## src/rtl/pdm_cic_stereo.sv

```systemverilog
// Stereo PDM microphone front end: PDM clock divider, per-channel capture on opposite clock
// phases, and an N-stage CIC decimator per channel with a valid/ready PCM output.
module pdm_cic_stereo #(
    parameter int unsigned CLK_DIV   = 32,
    parameter int unsigned DEC_LOG2  = 6,
    parameter int unsigned CIC_ORDER = 4,
    parameter int unsigned OUT_W     = 16
) (
    input  logic             clk_i,
    input  logic             rst_ni,
    input  logic             en_i,
    input  logic             stereo_i,
    output logic             pdm_clk_o,
    output logic             pdm_lrsel_o,
    input  logic             pdm_data_i,
    output logic [OUT_W-1:0] left_o,
    output logic [OUT_W-1:0] right_o,
    output logic             valid_o,
    input  logic             ready_i,
    output logic             ovf_o,
    input  logic             clr_ovf_i
);

    localparam int unsigned ACC_W = CIC_ORDER * DEC_LOG2 + 2;
    localparam int unsigned HALF  = CLK_DIV / 2;
    localparam int unsigned CNT_W = $clog2(CLK_DIV);

    logic [CNT_W-1:0]    cnt, cnt_nxt;
    logic [1:0]          sync;
    logic                en_q, stereo_mode;
    logic                strb_l, strb_r, frame, frame_end, load;
    logic [DEC_LOG2-1:0] dec_cnt;
    logic [ACC_W-1:0]    x;
    logic [ACC_W-1:0]    int_l [CIC_ORDER];
    logic [ACC_W-1:0]    int_r [CIC_ORDER];
    logic [ACC_W-1:0]    int_l_nxt [CIC_ORDER];
    logic [ACC_W-1:0]    int_r_nxt [CIC_ORDER];
    logic [ACC_W-1:0]    pipe_l [CIC_ORDER+1];
    logic [ACC_W-1:0]    pipe_r [CIC_ORDER+1];
    logic [ACC_W-1:0]    dly_l [CIC_ORDER];
    logic [ACC_W-1:0]    dly_r [CIC_ORDER];
    logic [CIC_ORDER:0]  pipe_v;
    logic                unused_lsb;

    assign pdm_lrsel_o = 1'b0;

    always_comb begin
        cnt_nxt = '0;
        if (en_i && cnt != CNT_W'(CLK_DIV - 1)) cnt_nxt = cnt + CNT_W'(1);
    end

    always_ff @(posedge clk_i or negedge rst_ni) begin
        if (!rst_ni) begin
            cnt         <= '0;
            pdm_clk_o   <= 1'b0;
            sync        <= '0;
            en_q        <= 1'b0;
            stereo_mode <= 1'b0;
        end else begin
            cnt       <= cnt_nxt;
            pdm_clk_o <= en_i && (cnt_nxt < CNT_W'(HALF));
            sync      <= {sync[0], pdm_data_i};
            en_q      <= en_i;
            if (en_i && !en_q) stereo_mode <= stereo_i;
        end
    end

    // Synchroniser delay is 2 cycles, so these strobes see the pin just before each clock edge.
    assign strb_l    = en_i && (cnt == CNT_W'(HALF + 1));
    assign strb_r    = en_i && stereo_mode && (cnt == CNT_W'(1));
    assign frame     = stereo_mode ? strb_r : strb_l;
    assign frame_end = frame && (dec_cnt == '1);
    assign x         = sync[1] ? ACC_W'(1) : '1;
    assign load      = pipe_v[CIC_ORDER];

    always_comb begin
        int_l_nxt[0] = int_l[0] + x;
        int_r_nxt[0] = int_r[0] + x;
        for (int k = 1; k < CIC_ORDER; k++) begin
            int_l_nxt[k] = int_l[k] + int_l[k-1];
            int_r_nxt[k] = int_r[k] + int_r[k-1];
        end
    end

    always_ff @(posedge clk_i or negedge rst_ni) begin
        if (!rst_ni) begin
            for (int k = 0; k < CIC_ORDER; k++) begin
                int_l[k] <= '0;
                int_r[k] <= '0;
                dly_l[k] <= '0;
                dly_r[k] <= '0;
            end
            for (int k = 0; k <= CIC_ORDER; k++) begin
                pipe_l[k] <= '0;
                pipe_r[k] <= '0;
            end
            pipe_v  <= '0;
            dec_cnt <= '0;
        end else if (!en_i) begin
            for (int k = 0; k < CIC_ORDER; k++) begin
                int_l[k] <= '0;
                int_r[k] <= '0;
                dly_l[k] <= '0;
                dly_r[k] <= '0;
            end
            for (int k = 0; k <= CIC_ORDER; k++) begin
                pipe_l[k] <= '0;
                pipe_r[k] <= '0;
            end
            pipe_v  <= '0;
            dec_cnt <= '0;
        end else begin
            if (strb_l) for (int k = 0; k < CIC_ORDER; k++) int_l[k] <= int_l_nxt[k];
            if (strb_r) for (int k = 0; k < CIC_ORDER; k++) int_r[k] <= int_r_nxt[k];
            if (frame) dec_cnt <= dec_cnt + DEC_LOG2'(1);
            pipe_v <= {pipe_v[CIC_ORDER-1:0], frame_end};
            // Take the freshly updated value for whichever channel strobes in this cycle.
            if (frame_end) begin
                pipe_l[0] <= strb_l ? int_l_nxt[CIC_ORDER-1] : int_l[CIC_ORDER-1];
                pipe_r[0] <= strb_r ? int_r_nxt[CIC_ORDER-1] : int_r[CIC_ORDER-1];
            end
            for (int k = 0; k < CIC_ORDER; k++) begin
                if (pipe_v[k]) begin
                    pipe_l[k+1] <= pipe_l[k] - dly_l[k];
                    pipe_r[k+1] <= pipe_r[k] - dly_r[k];
                    dly_l[k]    <= pipe_l[k];
                    dly_r[k]    <= pipe_r[k];
                end
            end
        end
    end

    always_ff @(posedge clk_i or negedge rst_ni) begin
        if (!rst_ni) begin
            left_o  <= '0;
            right_o <= '0;
            valid_o <= 1'b0;
        end else if (!en_i) begin
            valid_o <= 1'b0;
        end else if (load) begin
            left_o  <= pipe_l[CIC_ORDER][ACC_W-1 -: OUT_W];
            right_o <= stereo_mode ? pipe_r[CIC_ORDER][ACC_W-1 -: OUT_W]
                                   : pipe_l[CIC_ORDER][ACC_W-1 -: OUT_W];
            valid_o <= 1'b1;
        end else if (ready_i) begin
            valid_o <= 1'b0;
        end
    end

    always_ff @(posedge clk_i or negedge rst_ni) begin
        if (!rst_ni) begin
            ovf_o <= 1'b0;
        end else if (en_i && load && valid_o && !ready_i) begin
            ovf_o <= 1'b1;
        end else if (clr_ovf_i) begin
            ovf_o <= 1'b0;
        end
    end

    assign unused_lsb = ^{pipe_l[CIC_ORDER], pipe_r[CIC_ORDER]};

endmodule
```

## config.mk

```make
export PLATFORM = sky130hd
export DESIGN_NAME = pdm_cic_stereo
export DESIGN_NICKNAME = d
export VERILOG_FILES = /design/src/rtl/pdm_cic_stereo.sv
export SDC_FILE = /design/constraint.sdc
export NUM_CORES = 2
export LEC_CHECK = 0
export ABC_AREA = 1
export CAP_MARGIN = 20
export CORE_MARGIN = 2
export CORE_UTILIZATION = 35
export CTS_CLUSTER_DIAMETER = 150
export CTS_CLUSTER_SIZE = 16
export DETAILED_ROUTE_END_ITERATION = 10
export PLACE_DENSITY = 0.54
export REMOVE_ABC_BUFFERS = 1
export SLEW_MARGIN = 20
export SYNTH_ARGS = -nofsm -noshare
export SYNTH_HDL_FRONTEND = slang
export SYNTH_SLANG_ARGS = --single-unit
```

## constraint.sdc

```tcl
create_clock -name clk_i -period 3.3 [get_ports clk_i]
set_input_delay 0.66 -clock clk_i [delete_from_list [all_inputs] [get_ports clk_i]]
set_output_delay 0.66 -clock clk_i [all_outputs]
set_load 0.01 [all_outputs]
```

==> metrics.md <==
| Metric | Value |
|---|---|
| Status | `finished, final reports clean` |
| Proportion of synthesized area in mux cells | `0%` |
| Top delay family on crit path | `compound AO/OA/AOI/OAI gates` |
| Starting Density | `a little over a third` |
| Setup Viol. Count Final | `0` |
| Maximum VDD drop | `approximately 0.40 mV` |
| DP Worst Slack | `roughly 0.22 ns` |
| Number of global-route vias before repair | `around 45k` |
| Fraction of layout cells with a size suffix above 1 | `approximately 2.7%` |
| CP Buf/Inv Count | `1` |
| Max-slew headroom | `between 50% and 60%` |
| Pleak | `29.0 nW` |
| Total GRT Usage | `between 20% and 30%` |
| Final nets | `around 7.6k` |
| Int Power | `11.8 mW` |
| Die Y | `381 um` |
| MaxCap Viol Count | `0` |
| Final hold violations | `0` |
| Crit path cell chain | `ha_1, nand2_1, o21ai_1, inv_1, o21ai_1, nand3_1, nand3_1, nand2_1, nand3_1, nand2_1` |
| Hold/Removal Path Class | `reg -> reg` |
| Reg-to-reg startpoint | `pipe_r[54]` |
| Worst-path fanout max | `5` |
| Post-synthesis register bit count | `711` |
| Post-synthesis xor/xnor area fraction | `less than 1%` |
| Crit. path cell count | `10` |
| Clk buf depth | `3` |
| Reg2reg setup slack | `between 0.3 and 0.4 ns` |
| Total negative setup slack | `0 ns` |
| Diode count | `0` |
| Routed wl met2 | `around 73 mm` |
| Largest net degree at the start of global routing | `95` |
| Clock skew | `between 0.04 and 0.05 ns` |
| Reg2reg path depth | `10` |
| Largest family of logic cells by synthesized area | `simple AND/OR/NAND/NOR gates` |
| Max Used Layer | `met4` |
| Sequential fraction of the synthesis area | `between 30% and 40%` |
| Routed wire per std cell | `around 17 um` |
| Detailed-route via count | `between 40k and 50k` |
| Leading cell type in the layout, fill and taps excluded | `nand2_1` |
| Reg-to-reg endpoint | `pipe_r[49]` |
| Final worst path period share | `around nine tenths` |
| Synthesized area | `between 40000 and 50000 sq um` |
| Core Area | `between 100000 and 150000 sq um` |
| Synthesized instance count | `a little over 7k` |
| IO buf count | `a little over 40` |
| Crit-path slowest cell | `o21ai_1` |
| Clock-pin slew of the registers on the worst-case setup and hold paths | `0.08 ns` |
| RePlAce Congestion | `a little over 0.9` |
| FP Rows | `about 140` |
| Startpoint Class | `flop` |
| Crit path DAT | `around 3.5 ns` |
| Die Wd | `approximately 380 um` |
| Final HPWL DP | `approximately 120 mm` |
| TritonRoute pass-1 iters | `5` |
| Avg Cell Area, Syn | `between 6 and 7 sq um` |
| Clock sinks | `about 710` |
| Vias/cell | `~5` |
| Synth Area in Compound Gates | `17.8%` |
| First-pass GRT wire length | `around 250 mm` |
| Detailed Route WL | `roughly 160 mm` |
| Clock Power Share | `between 30% and 40%` |
| Max Transition Viols Final | `0` |
| Hold path startpoint | `sync[0]` |
| Boundary pin count | `between 40 and 50` |
| Max Fclk | `343 MHz` |
| WHS Endpoint | `sync[1]` |
| WL met3 | `approximately 4.6 mm` |
| Least-Margin Pin Slew | `approximately 0.74 ns` |
| Layout Area Growth over Synthesis | `8.78%` |
| Minimum clock period | `~2.9 ns` |
| DRT met1 WL | `75.5 mm` |
| Drt drc | `0` |
| Hold depth | `0` |
| Setup ws final | `0.385 ns` |
| Yosys cell types | `around 50` |
| Sw power | `around 4 mW` |
| Congestion Overflow GR | `0` |
| Post-CTS setup buffers | `0` |
| DRT iter0 DRCs | `approximately 3k` |
| Combinational Power Share | `5.9%` |
| Simple-Gate Fraction of Synth Area | `a little over a quarter` |
| CTS tree | `done` |
| Root Driver | `clkbuf_16` |
| RSZ-0062 raised after global routing | `false` |
| Commonest cells after routing, fill and taps aside | `nand2_1, inv_1, dfrtp_1, a21oi_1, o21ai_0` |
| Antenna violations before repair | `0` |
| Crit path largest cell delay | `between 0.5 and 0.6 ns` |
| Switching Fraction | `25.7%` |
| Part of the power in registers | `between 50% and 60%` |
| Crit Path Category | `reg -> reg` |
| Synthesized-area fraction occupied by adder cells | `10.6%` |
| Worst-skew pair later-pin latency | `~0.69 ns` |
| H-tree lvl count | `2` |
| PwrDens | `292 nW/um^2` |
| Die area | `roughly 150000 sq um` |
| Total CTS buffers | `50` |
| Detail Route Antenna Nets | `0` |
| CP Capture Type | `flop` |
| Syn. warnings | `0` |
| Crit path required time | `between 3 and 4 ns` |
timing repair:
action                    4_1_cts  5_1_grt
hold endpoints to repair       32        0
gates resized for setup         0        0
hold buffers                    1        0
synthesized netlist by cell type (all sizes together):
cell / number / area (sq um)
clkbuf: 68 / 255
nand4: 62 / 388
a21oi: 640 / 3210
nand2: 2195 / 8240
a211oi: 8 / 60.1
inv: 907 / 3410
o21bai: 45 / 338
clkinv: 2 / 7.51
o22ai: 155 / 970
o32ai: 6 / 52.6
ha: 400 / 5000
nand2b: 2 / 12.5
and2: 9 / 56.3
o21a: 19 / 143
nor3b: 1 / 7.51
o21ai: 660 / 3310
dfrtp: 711 / 17800
and3: 2 / 12.5
or2: 24 / 150
nor2: 572 / 2200
a31oi: 3 / 18.8
conb: 1 / 3.75
nor3: 95 / 475
xor2: 18 / 158
xnor2: 10 / 87.6
a21o: 25 / 188
o211ai: 1 / 7.51
nand3b: 23 / 173
nand3: 325 / 1630
buf: 79 / 435
a22o: 19 / 166
nor4: 29 / 181
fa: 14 / 280
a21boi: 26 / 195
o31ai: 12 / 95.1
a32o: 10 / 100
metrics by stage:
stage	power, mW	std cells	utilization, %	instance area, sq um	hold slack, ns
final	15.8	9103	38.3	54200	0.358
after CTS	16.1	9103	38.3	54200	0.362
after detailed placement	9.91	9047	37.4	52900	0.343
after global placement	9.90	9047	37.4	52900	0.341
after floorplan	9.39	7031	-	49100	0.331
after global routing	16.5	9103	38.3	54200	0.380
worst reg2reg max path, cell delays in order (launching register included):
cell and delay, ns:
dfrtp_1 0.38, ha_1 0.42, nand2_1 0.09, o21ai_1 0.54, inv_1 0.17, o21ai_1 0.52
nand3_1 0.22, nand3_1 0.14, nand2_1 0.15, nand3_1 0.11, nand2_1 0.06
power groups by stage:
stage | Combinational, mW | Clock [mW] | Sequential [mW]
3_5_place_dp | 0.948 | 0 | 8.97
2_1_floorplan | 0.441 | 0 | 8.95
5_1_grt | 1.05 | 6.63 | 8.80
6_report | 0.925 | 6.10 | 8.79
4_1_cts | 0.951 | 6.36 | 8.79
3_3_place_gp | 0.938 | 0 | 8.96
area by class of cell:
| class | instances | area, sq um |
|---|---|---|
| timing repair buffer | 127 | 1360 |
| tap | 1890 | 2360 |
| inverter | 909 | 3420 |
| clock buffer | 52 | 1290 |
| clock inverter | 3 | 41.3 |
| fill | 15088 | 87200 |
| sequential | 711 | 17800 |
| multi-input combinational | 5411 | 27900 |
how the worst max path moves through the flow:
stage	startpoint	endpoint	slack, ns
detailed placement	en_i	int_l[31]	0.22
global route	pipe_r[54]	pipe_r[49]	0.22
CTS	pipe_r[54]	pipe_r[49]	0.31
global placement	en_i	pipe_r[121]	0.30
finish	pipe_r[54]	pipe_r[49]	0.39
floorplan	stereo_mode	pipe_l[107]	0.25
state kept, by name, summed over array words and instances (netlist names), 16 cells and up:
register	cells
dly_l	104
dly_r	104
int_l	104
int_r	104
left_o	16
pipe_l	120
pipe_r	120
right_o	16
routing by layer:
layer,vias to the layer above,global-route usage [%]
met5,-,0
met4,0,4.82
met3,157,1.84
met2,704,36.0
met1,21611,29.5
li1,23745,-
cells by family after synthesis:
logic type	Yosys count
AND/OR/NAND/NOR	3339
AO/OA/AOI/OAI	1629
buffers and inverters	1056
flip-flops	711
adder cells (fa/ha/maj)	414
XOR/XNOR	28
other	1
No activity file was read; power rests on OpenSTA's default activity.
